`config.mk`:
```
export PLATFORM = sky130hd
export DESIGN_NAME = time_set_ctrl
export DESIGN_NICKNAME = d
export VERILOG_FILES = /design/src/rtl/clock_pkg.sv /design/src/rtl/bin2bcd_2dig.sv /design/src/rtl/time_set_ctrl.sv
export SDC_FILE = /design/constraint.sdc
export NUM_CORES = 1
export LEC_CHECK = 0
export ABC_AREA = 1
export CORE_MARGIN = 5
export CORE_UTILIZATION = 40
export DETAILED_ROUTE_END_ITERATION = 8
export PLACE_DENSITY = 0.67
export SETUP_SLACK_MARGIN = 0.2
export SYNTH_ARGS = -nofsm -noshare
export SYNTH_HDL_FRONTEND = slang
export SYNTH_SLANG_ARGS = --single-unit
```
`constraint.sdc`:
```
create_clock -name clk_100MHz_i -period 2.3 [get_ports clk_100MHz_i]
set_input_delay 0.69 -clock clk_100MHz_i [delete_from_list [all_inputs] [get_ports clk_100MHz_i]]
set_output_delay 0.69 -clock clk_100MHz_i [all_outputs]
set_load 0.01 [all_outputs]
```
`src/rtl/clock_pkg.sv`:
```
// Shared types and helpers for the HH:MM:SS time-setting controller.
// Config-state encoding, field limits and the {en, hex, dp} digit-word builder.
package clock_pkg;

  typedef enum logic [1:0] {RUN, SET_H, SET_M, SET_S} cfg_state_t;

  localparam logic [4:0] HOURS_MAX  = 5'd23;
  localparam logic [5:0] MINSEC_MAX = 6'd59;

  function automatic logic [5:0] mk_digit(input logic en, input logic [3:0] val, input logic dp);
    return {en, val, dp};
  endfunction

endpackage

```
`src/rtl/bin2bcd_2dig.sv`:
```
// Two-digit binary-to-BCD split for values 0..63.
// Purely combinational, no latency and no handshake.
module bin2bcd_2dig (
  input  logic [5:0] bin_i,
  output logic [3:0] tens_o,
  output logic [3:0] units_o
);

  always_comb begin
    tens_o  = 4'd0;
    units_o = bin_i[3:0];
    if (bin_i >= 6'd60) begin
      tens_o  = 4'd6;
      units_o = 4'(bin_i - 6'd60);
    end else if (bin_i >= 6'd50) begin
      tens_o  = 4'd5;
      units_o = 4'(bin_i - 6'd50);
    end else if (bin_i >= 6'd40) begin
      tens_o  = 4'd4;
      units_o = 4'(bin_i - 6'd40);
    end else if (bin_i >= 6'd30) begin
      tens_o  = 4'd3;
      units_o = 4'(bin_i - 6'd30);
    end else if (bin_i >= 6'd20) begin
      tens_o  = 4'd2;
      units_o = 4'(bin_i - 6'd20);
    end else if (bin_i >= 6'd10) begin
      tens_o  = 4'd1;
      units_o = 4'(bin_i - 6'd10);
    end
  end

endmodule

```
`src/rtl/time_set_ctrl.sv`:
```
// RUN/SET mode controller editing a shadow time and formatting 8 digit words (optional blink).
// Latency: digit words registered, 1 cycle after source change; load_o is a registered 1-cycle pulse.
// Backpressure: none; buttons are level inputs edge-detected internally, hold_o freezes the counter.
module time_set_ctrl
    import clock_pkg::*;
#(
    parameter int unsigned BLINK_CYCLES = 25_000_000
)
(
    input  logic       clk_100MHz_i,
    input  logic       rstn_i,
    input  logic       inc_i,
    input  logic       dec_i,
    input  logic       mode_i,
    input  logic [4:0] hours_i,
    input  logic [5:0] minutes_i,
    input  logic [5:0] seconds_i,
    output logic       hold_o,
    output logic       load_o,
    output logic [4:0] load_hours_o,
    output logic [5:0] load_minutes_o,
    output logic [5:0] load_seconds_o,
    output logic [5:0] d1_o,
    output logic [5:0] d2_o,
    output logic [5:0] d3_o,
    output logic [5:0] d4_o,
    output logic [5:0] d5_o,
    output logic [5:0] d6_o,
    output logic [5:0] d7_o,
    output logic [5:0] d8_o
);

    cfg_state_t state_q, state_d;
    logic       inc_q, dec_q, mode_q;
    logic [4:0] sh_h_q, sh_h_d;
    logic [5:0] sh_m_q, sh_m_d;
    logic [5:0] sh_s_q, sh_s_d;
    logic       hold_q, hold_d;
    logic       load_q, load_d;
    logic [4:0] ld_h_q, ld_h_d;
    logic [5:0] ld_m_q, ld_m_d;
    logic [5:0] ld_s_q, ld_s_d;
    logic [5:0] d1_q, d2_q, d4_q, d5_q, d7_q, d8_q;
    logic [5:0] d1_d, d2_d, d4_d, d5_d, d7_d, d8_d;

    logic inc_p, dec_p, mode_p, step_inc, step_dec;
    logic [4:0] src_h;
    logic [5:0] src_m, src_s;
    logic [3:0] h_tens, h_units, m_tens, m_units, s_tens, s_units;
    logic       blank_h, blank_m, blank_s, set_mode;

    assign inc_p    = inc_i & ~inc_q;
    assign dec_p    = dec_i & ~dec_q;
    assign mode_p   = mode_i & ~mode_q;
    // Mode has priority; simultaneous inc+dec cancel each other.
    assign step_inc = inc_p & ~dec_p & ~mode_p;
    assign step_dec = dec_p & ~inc_p & ~mode_p;

    always_comb begin
        state_d = state_q;
        sh_h_d  = sh_h_q;
        sh_m_d  = sh_m_q;
        sh_s_d  = sh_s_q;
        load_d  = 1'b0;
        ld_h_d  = ld_h_q;
        ld_m_d  = ld_m_q;
        ld_s_d  = ld_s_q;
        case (state_q)
            RUN: begin
                if (mode_p) begin
                    state_d = SET_H;
                    sh_h_d  = hours_i;
                    sh_m_d  = minutes_i;
                    sh_s_d  = seconds_i;
                end
            end
            SET_H: begin
                if (mode_p)        state_d = SET_M;
                else if (step_inc) sh_h_d = (sh_h_q == HOURS_MAX) ? 5'd0 : sh_h_q + 5'd1;
                else if (step_dec) sh_h_d = (sh_h_q == 5'd0) ? HOURS_MAX : sh_h_q - 5'd1;
            end
            SET_M: begin
                if (mode_p)        state_d = SET_S;
                else if (step_inc) sh_m_d = (sh_m_q == MINSEC_MAX) ? 6'd0 : sh_m_q + 6'd1;
                else if (step_dec) sh_m_d = (sh_m_q == 6'd0) ? MINSEC_MAX : sh_m_q - 6'd1;
            end
            SET_S: begin
                if (mode_p) begin
                    state_d = RUN;
                    load_d  = 1'b1;
                    ld_h_d  = sh_h_q;
                    ld_m_d  = sh_m_q;
                    ld_s_d  = sh_s_q;
                end
                else if (step_inc) sh_s_d = (sh_s_q == MINSEC_MAX) ? 6'd0 : sh_s_q + 6'd1;
                else if (step_dec) sh_s_d = (sh_s_q == 6'd0) ? MINSEC_MAX : sh_s_q - 6'd1;
            end
            default: state_d = RUN;
        endcase
        // Hold stays up through the load pulse so the counter never ticks before loading.
        hold_d = (state_d != RUN) | load_d;
    end

    always_ff @(posedge clk_100MHz_i or negedge rstn_i) begin
        if (!rstn_i) begin
            state_q <= RUN;
            inc_q   <= 1'b0;
            dec_q   <= 1'b0;
            mode_q  <= 1'b0;
            sh_h_q  <= '0;
            sh_m_q  <= '0;
            sh_s_q  <= '0;
            hold_q  <= 1'b0;
            load_q  <= 1'b0;
            ld_h_q  <= '0;
            ld_m_q  <= '0;
            ld_s_q  <= '0;
        end else begin
            state_q <= state_d;
            inc_q   <= inc_i;
            dec_q   <= dec_i;
            mode_q  <= mode_i;
            sh_h_q  <= sh_h_d;
            sh_m_q  <= sh_m_d;
            sh_s_q  <= sh_s_d;
            hold_q  <= hold_d;
            load_q  <= load_d;
            ld_h_q  <= ld_h_d;
            ld_m_q  <= ld_m_d;
            ld_s_q  <= ld_s_d;
        end
    end

    assign set_mode = (state_q != RUN);

`ifdef CFG_BLINK_EN
    localparam int unsigned BCW = (BLINK_CYCLES > 1) ? $clog2(BLINK_CYCLES) : 1;
    logic [BCW-1:0] blink_cnt_q;
    logic           blink_phase_q;

    always_ff @(posedge clk_100MHz_i or negedge rstn_i) begin
        if (!rstn_i) begin
            blink_cnt_q   <= '0;
            blink_phase_q <= 1'b0;
        end else if ((state_d != RUN) && (state_d != state_q)) begin
            blink_cnt_q   <= '0;
            blink_phase_q <= 1'b0;
        end else if (blink_cnt_q == BCW'(BLINK_CYCLES - 1)) begin
            blink_cnt_q   <= '0;
            blink_phase_q <= ~blink_phase_q;
        end else begin
            blink_cnt_q   <= blink_cnt_q + 1'b1;
        end
    end

    assign blank_h = blink_phase_q && (state_q == SET_H);
    assign blank_m = blink_phase_q && (state_q == SET_M);
    assign blank_s = blink_phase_q && (state_q == SET_S);
`else
    assign blank_h = 1'b0;
    assign blank_m = 1'b0;
    assign blank_s = 1'b0;
`endif

    assign src_h = set_mode ? sh_h_q : hours_i;
    assign src_m = set_mode ? sh_m_q : minutes_i;
    assign src_s = set_mode ? sh_s_q : seconds_i;

    bin2bcd_2dig u_bcd_h (.bin_i({1'b0, src_h}), .tens_o(h_tens), .units_o(h_units));
    bin2bcd_2dig u_bcd_m (.bin_i(src_m),         .tens_o(m_tens), .units_o(m_units));
    bin2bcd_2dig u_bcd_s (.bin_i(src_s),         .tens_o(s_tens), .units_o(s_units));

    assign d1_d = mk_digit(~blank_s, s_units, set_mode);
    assign d2_d = mk_digit(~blank_s, s_tens,  1'b0);
    assign d4_d = mk_digit(~blank_m, m_units, 1'b0);
    assign d5_d = mk_digit(~blank_m, m_tens,  1'b0);
    assign d7_d = mk_digit(~blank_h, h_units, 1'b0);
    assign d8_d = mk_digit(~blank_h, h_tens,  1'b0);

    always_ff @(posedge clk_100MHz_i or negedge rstn_i) begin
        if (!rstn_i) begin
            d1_q <= '0;
            d2_q <= '0;
            d4_q <= '0;
            d5_q <= '0;
            d7_q <= '0;
            d8_q <= '0;
        end else begin
            d1_q <= d1_d;
            d2_q <= d2_d;
            d4_q <= d4_d;
            d5_q <= d5_d;
            d7_q <= d7_d;
            d8_q <= d8_d;
        end
    end

    assign hold_o         = hold_q;
    assign load_o         = load_q;
    assign load_hours_o   = ld_h_q;
    assign load_minutes_o = ld_m_q;
    assign load_seconds_o = ld_s_q;
    assign d1_o = d1_q;
    assign d2_o = d2_q;
    assign d3_o = 6'b0;
    assign d4_o = d4_q;
    assign d5_o = d5_q;
    assign d6_o = 6'b0;
    assign d7_o = d7_q;
    assign d8_o = d8_q;

endmodule

```
======== After elaboration in Yosys (flattened, before gate mapping) ========
Cells that the tools add are included.
storage, ports and cells
  register bits ........................... 72
  input port bits ......................... 22
  word-level logic and storage cells ...... 167
cells by class
  add/sub/neg operators ................... 24
  order comparisons ....................... 18
  eq/ne operators ......................... 13
  muxes and demuxes ....................... 67
  bitwise operators ....................... 14
  reduce and logical (&&, ||, !) cells .... 13
operators with widths
  cell                 count
  $mux 4               33
  $mux 6               14
  $sub 4x4->4 const B  12
  $ge 6x6->1 const B   6
  $mux 5               7
  $ge 6x5->1 const B   4
  $pmux 6 s2           2
  $ge 5x6->1 const B   3
  $add 6x1->6 const B  2
  $eq 6x6->1 const B   2
  $ge 6x4->1 const B   2
  $logic_not 6->1      2
  $reduce_and 4->1     3
  $sub 4x2->4 const B  3
  $sub 4x3->4 const B  3
  $sub 6x1->6 const B  2
  $ge 5x5->1 const B   2
  $pmux 5 s2           1
  $reduce_bool 2->1    5
  $ne 3x3->1 const B   3
  $mux 2               4
  $ne 2x2->1 const B   4
  $pmux 2 s4           1
  $and 1x1->1          7
  12 further kinds     22

======== Longest topological paths before layout ========
Gate-level depths: netlist of the first run.
  depth after elaboration ................. 9
  depth in mapped cells ................... 18

======== Hierarchy ========
Synthesis of the first run repeated with hierarchy kept, for this count alone.
second synthesis, totals
  cell total of the unflattened synthesis .. 759
  area total of the unflattened synthesis .. 5,247.5 µm²
modules (own cells, without submodules)
  module         instances  cells an instance  area each (µm²)  seq. area each (µm²)
  time_set_ctrl  1          459                3,603.5          1,676.6
  bin2bcd_2dig   3          100                548.0            0.0

======== Worst setup path before layout of the first run ========
Ideal clock, no wire load.
  path kind ............................... register -> register
  start point ............................. register state_q[1]
  end point ............................... register d1_q[2] (netlist: d1_o[2])
  library setup time ...................... 0.116 ns
  arrival time ............................ 2.082 ns
  setup slack ............................. 0.102 ns
  cell stages (with the launch flop) ...... 17
  clock period less this slack ............ 2.198 ns
  cells stage by stage .................... dfrtp_1 > nor2_4 > buf_4 > nand2_1 > o21ai_1 > inv_1 > ha_1 > nand3_1 > nand2_1 > nor2_2 > nand2_1 > nand2_1 > nand2_1 > nand2_1 > nand2_1 > nand3_1 > nand2_1
on the way
  longest elaborated chain between the ends .. 9
  elaborated cells between the ends (all ways) .. 20
  those cells by class .................... add/sub: 6; order compare: 6; mux: 7; reduce/logical: 1
RTL lines
  what                                       RTL line                                source
  start: declaration                         time_set_ctrl.sv:33                     cfg_state_t state_q, state_d;
  start signal: assignment                   time_set_ctrl.sv:119                    state_q <= state_d;
  $reduce_bool 2->1 *                        time_set_ctrl.sv:134                    assign set_mode = (state_q != RUN);
  $mux 6 *                                   time_set_ctrl.sv:167                    assign src_s = set_mode ? sh_s_q : seconds_i;
  $ge 6x4->1 or $sub 4x4->4 (tied branches)  bin2bcd_2dig.sv:27, bin2bcd_2dig.sv:29
  $mux 4                                     bin2bcd_2dig.sv:27                      end else if (bin_i >= 6'd10) begin
  $mux 4                                     bin2bcd_2dig.sv:24                      end else if (bin_i >= 6'd20) begin
  $mux 4                                     bin2bcd_2dig.sv:21                      end else if (bin_i >= 6'd30) begin
  $mux 4                                     bin2bcd_2dig.sv:18                      end else if (bin_i >= 6'd40) begin
  $mux 4                                     bin2bcd_2dig.sv:15                      end else if (bin_i >= 6'd50) begin
  $mux 4 *                                   bin2bcd_2dig.sv:12                      if (bin_i >= 6'd60) begin
  net s_units[1]                             time_set_ctrl.sv:49                     logic [3:0] h_tens, h_units, m_tens, m_units, s_tens, s_units;
  end signal: assignment                     time_set_ctrl.sv:182                    d1_q <= '0;
  end signal: assignment                     time_set_ctrl.sv:189                    d1_q <= d1_d;
  end: declaration                           time_set_ctrl.sv:43                     logic [5:0] d1_q, d2_q, d4_q, d5_q, d7_q, d8_q;
Mark *: on every way through the listed nets, which the timed path passes. The rest lies on a longest branch.
A chain may end at the register's enable or synchronous reset.

======== Worst setup path in the final report of the first run ========
  start point ............................. register state_q[0]
  end point ............................... register d4_q[2] (netlist: d4_o[2])
on the way
  longest elaborated chain between the ends .. 9
  elaborated cells between the ends (all ways) .. 20
  those cells by class .................... add/sub: 6; order compare: 6; mux: 7; reduce/logical: 1
RTL lines
  what                                       RTL line                                source
  $reduce_bool 2->1 *                        time_set_ctrl.sv:134
  $mux 6 *                                   time_set_ctrl.sv:166                    assign src_m = set_mode ? sh_m_q : minutes_i;
  $ge 6x4->1 or $sub 4x4->4 (tied branches)  bin2bcd_2dig.sv:27, bin2bcd_2dig.sv:29
  $mux 4                                     bin2bcd_2dig.sv:27
  $mux 4                                     bin2bcd_2dig.sv:24
  $mux 4                                     bin2bcd_2dig.sv:21
  $mux 4                                     bin2bcd_2dig.sv:18
  $mux 4                                     bin2bcd_2dig.sv:15
  $mux 4 *                                   bin2bcd_2dig.sv:12
  net m_units[1]                             time_set_ctrl.sv:49
  end signal: assignment                     time_set_ctrl.sv:184                    d4_q <= '0;
  end signal: assignment                     time_set_ctrl.sv:191                    d4_q <= d4_d;
  end: declaration                           time_set_ctrl.sv:43
Marks and branches as above.

==> results of run 1 <==
layout make-up:
| type | instances | share of cell area |
|---|---|---|
| Tap cell | 143 | 0.0272 |
| Sequential cell | 63 | 0.240 |
| Multi-Input combinational cell | 459 | 0.416 |
| Inverter | 103 | 0.0598 |
| Clock inverter | 6 | 0.00931 |
| Timing Repair Buffer | 152 | 0.213 |
| Clock buffer | 10 | 0.0348 |
worst paths after layout:
kind,startpoint,to,cells past startpoint
worst max-delay path,state_q[0]$_DFF_PN0_,d4_o[2]$_DFF_PN0_,16
worst max register to register,state_q[0]$_DFF_PN0_,d4_o[2]$_DFF_PN0_,16
max in group asynchronous,rstn_i,sh_m_q[2]$_DFFE_PN0P_,2
worst min-delay path,rstn_i,sh_s_q[2]$_DFFE_PN0P_,1
min in group clk_100MHz_i,load_hours_o[2]$_DFFE_PN0P_,load_hours_o[2]$_DFFE_PN0P_,2
worst min register to register,load_hours_o[2]$_DFFE_PN0P_,load_hours_o[2]$_DFFE_PN0P_,2
stage by stage:
step / setup TNS (ps) / util
floorplan: 0 / -
global placement: -3880 / 0.506
detailed placement: -5020 / 0.506
CTS: 0 / 0.554
global route: -36.8 / 0.584
finish: 0 / 0.584
state kept, by name, indices dropped and copies added (netlist names):
signal / flops
state_q: 2
dec_q: 1
load_seconds_o: 6
d2_o: 4
load_hours_o: 5
d4_o: 4
hold_o: 1
d1_o: 5
sh_s_q: 6
load_o: 1
sh_m_q: 6
d8_o: 2
sh_h_q: 5
mode_q: 1
d7_o: 4
inc_q: 1
load_minutes_o: 6
d5_o: 3
where the power goes:
part           switching [mW]  internal, mW  total [mW]
sequential              0.404          1.62        2.03
combinational            3.43          2.88        6.31
clock                   0.510         0.834        1.34
logic make-up after synthesis:
logic type,synth area share
XOR/XNOR,0.0289
other,0.00165
AO/OA/AOI/OAI,0.164
buffers and inverters,0.143
AND/OR/NAND/NOR,0.246
adder cells (fa/ha/maj),0.0714
flip-flops,0.346
timing repair:
item	CTS	global route
endpoints found under the setup margin	13	31
cloned	1	1
resized for setup	37	68
buffers inserted	13	10
pin swaps	18	20
synth_stat cells:
library cell / number
nand2_1: 156
inv_1: 96
dfrtp_1: 63
o21ai_0: 63
nand3_1: 54
nor2_1: 38
a21oi_1: 29
buf_4: 27
ha_1: 26
o21ai_2: 11
xor2_1: 11
o21ai_1: 8
clkbuf_1: 7
o211ai_1: 7
inv_2: 6
or2_2: 5
nand2_2: 4
xnor2_1: 4
buf_6: 3
nor2_2: 3
a21oi_2: 2
a22oi_1: 2
conb_1: 2
nand4_1: 2
nor3_1: 2
a211o_1: 1
a211oi_1: 1
a221oi_1: 1
a31oi_1: 1
a32o_1: 1
clkinv_1: 1
nand2_4: 1
nor2_4: 1
o21a_1: 1
o22ai_1: 1
o31ai_1: 1
critical path, stage by stage, from the launching register on:
cell	delay [ps]
dfrtp_2	460
nor2_4	210
buf_12	160
buf_6	100
o21ai_4	70
inv_2	120
ha_4	150
nand3_2	70
o21a_1	200
nand2_4	110
inv_2	50
nand2_2	50
nand2_1	40
nand2_1	80
nand2_1	80
nand2_1	70
nand2_1	40
per-layer routing:
layer	GRT usage	up-vias
li1	-	2298
met1	0.233	2171
met2	0.334	126
met3	0.0337	27
met4	0.0680	0
met5	0	-
==> out/results.tsv, run 1 <==
metric	value	unit
period_share	0.950	
netlist_area	4550	um2
io_buffers	67	
antenna_found_initial	0	
hp-class	in -> async	
row_count	39	
multi_input_area	2740	um2
period_minus_slack	2190	ps
layout_common_cells	nand2_1 (140), inv_1 (81), buf_4 (74)	
cts_max_level	3	
drt-wirelength-per-cell	13.8	um
core_region_area	11300	um2
grt_first_pass_wirelength	20600	um
status	finished clean	
drtPass1Iterations	5	
grt_max_degree	59	
grt_pass1_vias	4501	
grt.overflow.total	0	
setup_viol	0	
hold_viol	0	
diodes	0	
synth_cell_types	36	
clk_latency	340	ps
ant_nets	0	
fp.dieH	117	um
cap_violations	0	
critPathMaxFanout	6	
layout.nets	836	
final_common_cell	nand2_1	
clock_skew	4.99	ps
wl_met3	667	um
reg2reg_slack	110	ps
worst_slack	115	ps
die_area	13600	um2
synth_top_area_cell	dfrtp_1	
final_cells	936	
start_util	0.404	
postCtsHoldBufs	0	
peakVddDrop	0.622	mV
p_per_area	1470	nW/um2
fmax	458	MHz
area_growth	44.7	%
place_worst_setup_slack	-320	ps
remaining_drc_errors	0	
routed_wl	12900	um
top_layer	met4	
hpwl	9240	um
drv_slew	0	
cp-end-kind	register	
first_iter_violations	260	
netlist_top_cells_area	dfrtp_1 (35%), nand2_1 (13%), inv_1 (7.9%)	
dp_cells	895	
worstSetupPathType	reg -> reg	
cts_root_buf	clkbuf_16	
clkSlewWorstSetupHoldPaths	60	ps
numCtsBuffers	9	
syn_avg_cell_area	7.09	um2
whs	181	ps
met2_wirelength	6590	um
seq_area_frac_synth	0.346	
synth.top_cell.area_share	0.346	
ys_ff_latch	63	
clk_path_buf_depth	2	
grtUsageTotal	0.190	
final_cell_area	6590	um2
post_dp_cell_area	5710	um2
io_pins	89	
worst_ep_arrival_time	2410	ps
via_per_inst	4.94	
netlist_instances	642	
gp_congestion	0.878	
cts_sinks	63	
fillers	1001	
die_x	117	um
wl_met1	5400	um
layout.area.seq	1580	um2
cp-start-kind	register	
drive_gt1_frac	0.256	
cts_tree	done	
vias	4622	
grt_setup_unrepaired	true	
crit_required	2530	ps
yosys_warnings	0	
p_leak	3.22	nW
total_power	9.68	mW
No activity file was read; power rests on OpenSTA's default activity.
==> inputs of run 2 (changes only) <==
Settings changed: CAP_MARGIN set to 5, PLACE_DENSITY 0.67 to not set.
Clock period 2.3 ns to 2.06 ns, I/O delays scaled along.
==> run 2 against run 1 <==
  * The run now ends with setup timing left
  * Clock power up 19%
  * Global-route usage rose by 1.2 points
  * First-iteration DRC count up 1.5%
  * Maximum frequency rose by 1.1%
  * Design area grew 6.3%
  * Sequential power grew 11%
  * Sequential share of layout area is 1.4 points lower
  * Total power up 17%
  * Critical path type unchanged
==> out/results.tsv, run 2 (synthesis results as in run 1) <==
metric	value	unit
grt.overflow.total	0	
core_region_area	11300	um2
cts_max_level	3	
cap_violations	0	
hpwl	9760	um
fmax	463	MHz
clock_skew	8.42	ps
setup_viol	8	
routed_wl	13700	um
cp-start-kind	register	
worst_pin_slew	539	ps
period_minus_slack	2160	ps
cpMaxStageDelayCell	dfrtp_2	
post_dp_cell_area	6050	um2
drv_slew	0	
clock_power_share	0.141	
p_int	6.33	mW
swShare	0.443	
die_area	13600	um2
p_per_area	1620	nW/um2
hold_viol	0	
cts_tree	done	
clkSlewWorstSetupHoldPaths	60	ps
path_cells	inv_2 -> nand2_4 -> or2_4 -> o21ai_4 -> ha_2 -> inv_1 -> nor2_1 -> nand3_1 -> nand2_2 -> nand2_1 -> nand2_2 -> nand2_1 -> nand2_1 -> nand2_1 -> nand2_1 -> nand2_1	
fillers	1014	
crit_path_max_incr_delay	440	ps
io_pins	89	
critPathMaxFanout	5	
grt_setup_unrepaired	true	
grt_pass1_vias	4655	
p_leak	3.62	nW
combPwrFrac	0.661	
whs	256	ps
seqPwrFrac	0.198	
cts_sinks	63	
ant_nets	0	
grt_first_pass_wirelength	21900	um
hp-class	in -> async	
crit_required	2290	ps
layout.nets	872	
power.switching	5.04	mW
numCtsBuffers	9	
gp_congestion	0.877	
worst_ep_arrival_time	2390	ps
multi_input_area	2820	um2
final_cell_area	7000	um2
via_per_inst	4.92	
period_share	1.05	
relSlewSlack	0.641	
drt-wirelength-per-cell	14.1	um
clk_path_buf_depth	2	
remaining_drc_errors	0	
antenna_found_initial	0	
status	complete, but fails checks	
drive_gt1_frac	0.305	
utilization	0.621	
fp.dieH	117	um
critPathTopFamily	simple AND/OR/NAND/NOR gates	
area_growth	53.8	%
diodes	0	
layout.area.seq	1580	um2
start_util	0.404	
die_x	117	um
grt_max_degree	35	
vias	4784	
cts_root_buf	clkbuf_16	
grtUsageTotal	0.202	
peakVddDrop	0.889	mV
drtPass1Iterations	7	
layout_common_cells	nand2_1 (137), buf_4 (107), inv_1 (78)	
final_common_cell	nand2_1	
cpMostUsedCell	nand2_1	
violations	setup timing	
clk_latency	340	ps
worstSetupPathType	reg -> reg	
worst-path-buf-inv	2	
first_iter_violations	264	
io_buffers	67	
row_count	39	
worst_slack	-100	ps
cp-end-kind	register	
==> run 2: final timing paths <==
path	startpoint	endpoint	slack, ps	depth (start not counted)
min in group clk_100MHz_i	load_hours_o[4]$_DFFE_PN0P_	load_hours_o[4]$_DFFE_PN0P_	470	2
max reg2reg	state_q[0]$_DFF_PN0_	d4_o[2]$_DFF_PN0_	-100	16
min reg2reg	load_hours_o[4]$_DFFE_PN0P_	load_hours_o[4]$_DFFE_PN0P_	470	2
min	rstn_i	mode_q$_DFF_PN0_	260	1
max	state_q[0]$_DFF_PN0_	d4_o[2]$_DFF_PN0_	-100	16
max in group asynchronous	rstn_i	sh_m_q[2]$_DFFE_PN0P_	1280	2
==> run 2: timing repair <==
| item | CTS | global route |
|---|---|---|
| setup buffers | 21 | 9 |
| setup endpoints to repair | 63 | 39 |
| pin swaps | 25 | 16 |
| gates resized for setup | 75 | 64 |
| hold buffers | 0 | 0 |
| endpoints found under the hold margin | 0 | 0 |
| gates cloned | 1 | 0 |
==> run 2: power groups by stage <==
stage / registers [mW] / clock network, mW / logic, mW
after CTS: 2.25 / 1.64 / 6.93
after global placement: 2.25 / 0 / 6.27
after global routing: 2.34 / 1.68 / 8.31
after detailed placement: 2.26 / 0 / 6.37
final: 2.25 / 1.60 / 7.51
after floorplan: 2.33 / 0 / 3.71
==> run 2: layer usage <==
metal,part of all wire,routed length [um],vias up,GRT usage
met4,0.021,289,0,0.0803
met5,0,0,-,0
li1,-,-,2376,-
met1,0.45,6110,2267,0.267
met3,0.044,601,22,0.0275
met2,0.49,6680,119,0.334
==> run 2: layout make-up <==
cell class | count | area share
clock buffers | 13 | 0.0386
clock inverters | 3 | 0.00572
inverters | 103 | 0.0566
multi-input cells | 459 | 0.403
flip-flops and latches | 63 | 0.226
well taps | 143 | 0.0255
repair buffers | 188 | 0.245
==> run 2: through the flow <==
stage | setup TNS, ps | std cells | power (mW) | setup WS (ps)
finish | -378 | 972 | 11.4 | -100
global route | -1730 | 972 | 12.3 | -247
CTS | -21.1 | 963 | 10.8 | -13.1
detailed placement | -12560 | 925 | 8.63 | -455
global placement | -11370 | 925 | 8.51 | -440
floorplan | 0 | 662 | 6.04 | 28.5
==> run 2: worst register-to-register path, cell delays in order (launching register included) <==
cell     delay [ps]
dfrtp_2         440
inv_2            90
nand2_4          70
or2_4           280
o21ai_4         100
ha_2            220
inv_1            40
nor2_1          120
nand3_1         150
nand2_2         130
nand2_1          80
nand2_2          50
nand2_1          50
nand2_1          70
nand2_1          70
nand2_1          60
nand2_1          40
==> edit: new RTL, config.mk and constraints of run 1 <==
Add an input register stage for `inc_i`, `dec_i`, `mode_i`, `hours_i`, `minutes_i` and `seconds_i`, with the module's reset; this delays them by one clock.
--- a/src/rtl/time_set_ctrl.sv
+++ b/src/rtl/time_set_ctrl.sv
@@ -31,4 +31,29 @@
 );
 
+    logic inc_r;
+    logic dec_r;
+    logic mode_r;
+    logic [4:0] hours_q;
+    logic [5:0] minutes_q;
+    logic [5:0] seconds_q;
+
+    always_ff @(posedge clk_100MHz_i or negedge rstn_i) begin
+        if (!rstn_i) begin
+            inc_r     <= '0;
+            dec_r     <= '0;
+            mode_r    <= '0;
+            hours_q   <= '0;
+            minutes_q <= '0;
+            seconds_q <= '0;
+        end else begin
+            inc_r     <= inc_i;
+            dec_r     <= dec_i;
+            mode_r    <= mode_i;
+            hours_q   <= hours_i;
+            minutes_q <= minutes_i;
+            seconds_q <= seconds_i;
+        end
+    end
+
     cfg_state_t state_q, state_d;
     logic       inc_q, dec_q, mode_q;
@@ -50,7 +75,7 @@
     logic       blank_h, blank_m, blank_s, set_mode;
 
-    assign inc_p    = inc_i & ~inc_q;
-    assign dec_p    = dec_i & ~dec_q;
-    assign mode_p   = mode_i & ~mode_q;
+    assign inc_p    = inc_r & ~inc_q;
+    assign dec_p    = dec_r & ~dec_q;
+    assign mode_p   = mode_r & ~mode_q;
     // Mode has priority; simultaneous inc+dec cancel each other.
     assign step_inc = inc_p & ~dec_p & ~mode_p;
@@ -70,7 +95,7 @@
                 if (mode_p) begin
                     state_d = SET_H;
-                    sh_h_d  = hours_i;
-                    sh_m_d  = minutes_i;
-                    sh_s_d  = seconds_i;
+                    sh_h_d  = hours_q;
+                    sh_m_d  = minutes_q;
+                    sh_s_d  = seconds_q;
                 end
             end
@@ -118,7 +143,7 @@
         end else begin
             state_q <= state_d;
-            inc_q   <= inc_i;
-            dec_q   <= dec_i;
-            mode_q  <= mode_i;
+            inc_q   <= inc_r;
+            dec_q   <= dec_r;
+            mode_q  <= mode_r;
             sh_h_q  <= sh_h_d;
             sh_m_q  <= sh_m_d;
@@ -163,7 +188,7 @@
 `endif
 
-    assign src_h = set_mode ? sh_h_q : hours_i;
-    assign src_m = set_mode ? sh_m_q : minutes_i;
-    assign src_s = set_mode ? sh_s_q : seconds_i;
+    assign src_h = set_mode ? sh_h_q : hours_q;
+    assign src_m = set_mode ? sh_m_q : minutes_q;
+    assign src_s = set_mode ? sh_s_q : seconds_q;
 
     bin2bcd_2dig u_bcd_h (.bin_i({1'b0, src_h}), .tens_o(h_tens), .units_o(h_units));
Formal check against the unedited RTL: not equivalent (a bounded check fails within 4 cycles, from zero or initial values and one cycle with rstn_i low).
==> edit against run 1 <==
Sequential share of layout area is 6.6 points higher; critical endpoint unchanged; final area rose by 3.4%; power is 1.9% higher; clock power is 25% higher; worst setup slack improved by 0.075 ns; area after synthesis is 13% higher; wire length increased by 2.5%; worst hold slack gained 0.072 ns; sequential cell count rose by 20; critical path type unchanged; non-clock buffer count is 48 lower; largest power group unchanged; largest cell class unchanged; synthesized cell count is 1.1% higher.
==> edit: results (changes against run 1) <==
| Metric | Value |
|---|---|
| Number of buffer cells added on primary ports | 67 (unchanged) |
| Largest net degree at the start of global routing | 31 (was 59) |
| Number of antenna violations at the first check in global routing | 0 (unchanged) |
| Worst-path clk slew | 0.07 ns |
| Vias per cell | 4.90 (was 4.94) |
| Via count of the first global-routing pass | 4382 (was 4501) |
| Number of instances in the placed design | 885 (was 895) |
| Status | finished, final reports clean (unchanged) |
| Initial DRC Count | 251 (was 260) |
| Buffer depth of the longest clock path | 2 (unchanged) |
| CP arrival | 2.34 ns (was 2.41 ns) |
| Layout cell share with drive strength beyond 1 | 0.209 (was 0.256) |
| Count of vias placed by the detailed router | 4522 (was 4622) |
| Final HPWL DP | 9510 um (was 9240 um) |
| Dominant synthesized flop cell | sky130_fd_sc_hd__dfrtp_1 (unchanged) |
| Total GRT Usage | 0.176 (was 0.190) |
| Wire length of the first global-routing pass | 21100 um (was 20600 um) |
| Top post-synthesis cells by area | sky130_fd_sc_hd__dfrtp_1, sky130_fd_sc_hd__nand2_1, sky130_fd_sc_hd__o21ai_0 (was sky130_fd_sc_hd__dfrtp_1, sky130_fd_sc_hd__nand2_1, sky130_fd_sc_hd__inv_1) |
| Sequential element share of the synthesized area | 0.403 (was 0.346) |
| Remaining global-route overflow | 0 (unchanged) |
| Final Wtd Congestion | 0.938 (was 0.878) |
| Count of flip-flops with a built-in enable after synthesis | 0 (unchanged) |
| Final routed wirelength across all metal layers | 13200 um (was 12900 um) |
| Skew-Pair Late Insertion Delay | 0.34 ns (about the same) |
| Number of cells produced by synthesis | 649 (was 642) |
| Dpl ws | -0.00185 ns (was -0.320 ns) |
| Number of distinct standard cells referenced by the synthesized netlist | 42 (was 36) |
| Cell leakage power | 0.00322 uW (about the same) |
| Post-layout nets | 794 (was 836) |
| Drt first pass iters | 5 (unchanged) |
| TritonCTS Buffers | 9 (unchanged) |
| Worst-path fanout max | 6 (unchanged) |
| Root Buffer | sky130_fd_sc_hd__clkbuf_16 (unchanged) |
| Post-Place Cell Area | 0.00599 sq mm (was 0.00571 sq mm) |
| Skew final | 0.00855 ns (was 0.00499 ns) |
| Max VDD drop | 0.000494 V (was 0.000622 V) |
| Synth top cells by count | sky130_fd_sc_hd__nand2_1, sky130_fd_sc_hd__inv_1, sky130_fd_sc_hd__dfrtp_1 (was sky130_fd_sc_hd__nand2_1, sky130_fd_sc_hd__inv_1, sky130_fd_sc_hd__dfrtp_1, sky130_fd_sc_hd__o21ai_0, sky130_fd_sc_hd__nand3_1) |
edit: area by class of cell:
cell class,count,area (sq um)
Tap cell,172,215
Inverter,97,374
Clock buffer,10,229
Fill cell,1195,5810
Timing Repair Buffer,104,1050
Sequential cell,83,2080
Multi-Input combinational cell,451,2750
Clock inverter,6,111
edit: logic make-up after synthesis:
group / after synthesis / share of synthesized area
buffers and inverters: 135 / 0.126
AO/OA/AOI/OAI: 138 / 0.163
adder cells (fa/ha/maj): 26 / 0.0632
flip-flops: 83 / 0.403
other: 2 / 0.00146
XOR/XNOR: 17 / 0.0289
AND/OR/NAND/NOR: 248 / 0.214
edit: repair_timing:
item,4_1_cts,5_1_grt
pin swaps,10,20
resized for setup,32,43
hold buffers,0,0
cloned,2,0
hold endpoints to repair,0,0
buffers inserted,14,6
setup endpoints to repair,14,16
edit: worst paths after layout:
kind / end / start / slack [ns] / depth (start not counted)
worst max-delay path: d4_o[2] / state_q[0] / 0.19 / 16
worst min-delay path: d1_o[4] / rstn_i / 0.25 / 1
worst max register to register: d4_o[2] / state_q[0] / 0.19 / 16
worst min register to register: mode_q / mode_r / 0.37 / 0
max in group asynchronous: d4_o[2] / rstn_i / 1.41 / 2
min in group clk_100MHz_i: mode_q / mode_r / 0.37 / 0
edit: per-layer routing:
metal | vias to the layer above | track usage | wire [um]
met2 | 120 | 0.299 | 6710
met5 | - | 0 | 0
met1 | 2137 | 0.220 | 5630
met3 | 29 | 0.0279 | 558
li1 | 2236 | - | -
met4 | 0 | 0.0803 | 334
edit: worst max-delay path, cell delays in order (launching register included):
cell                      delay, ns
sky130_fd_sc_hd__dfrtp_2       0.44
sky130_fd_sc_hd__inv_2         0.10
sky130_fd_sc_hd__nand2_4       0.08
sky130_fd_sc_hd__or2_4         0.26
sky130_fd_sc_hd__o21ai_4       0.11
sky130_fd_sc_hd__ha_2          0.23
sky130_fd_sc_hd__inv_1         0.04
sky130_fd_sc_hd__nor2_1        0.10
sky130_fd_sc_hd__nand3_1       0.13
sky130_fd_sc_hd__nand2_2       0.10
sky130_fd_sc_hd__nand2_1       0.06
sky130_fd_sc_hd__nand2_2       0.06
sky130_fd_sc_hd__nand2_2       0.05
sky130_fd_sc_hd__nand2_1       0.05
sky130_fd_sc_hd__nand2_1       0.05
sky130_fd_sc_hd__nand2_1       0.07
sky130_fd_sc_hd__nand2_1       0.06
edit: per-stage QoR:
step           utilization  power, uW
2_1_floorplan            -       5720
3_3_place_gp         0.474       7210
3_5_place_dp         0.474       7320
4_1_cts              0.524       9450
5_1_grt              0.540      10700
6_report             0.540       9860
edit: where the power goes:
| part | internal (uW) | switching, uW |
|---|---|---|
| logic | 2550 | 3280 |
| clock network | 1060 | 607 |
| registers | 1970 | 392 |
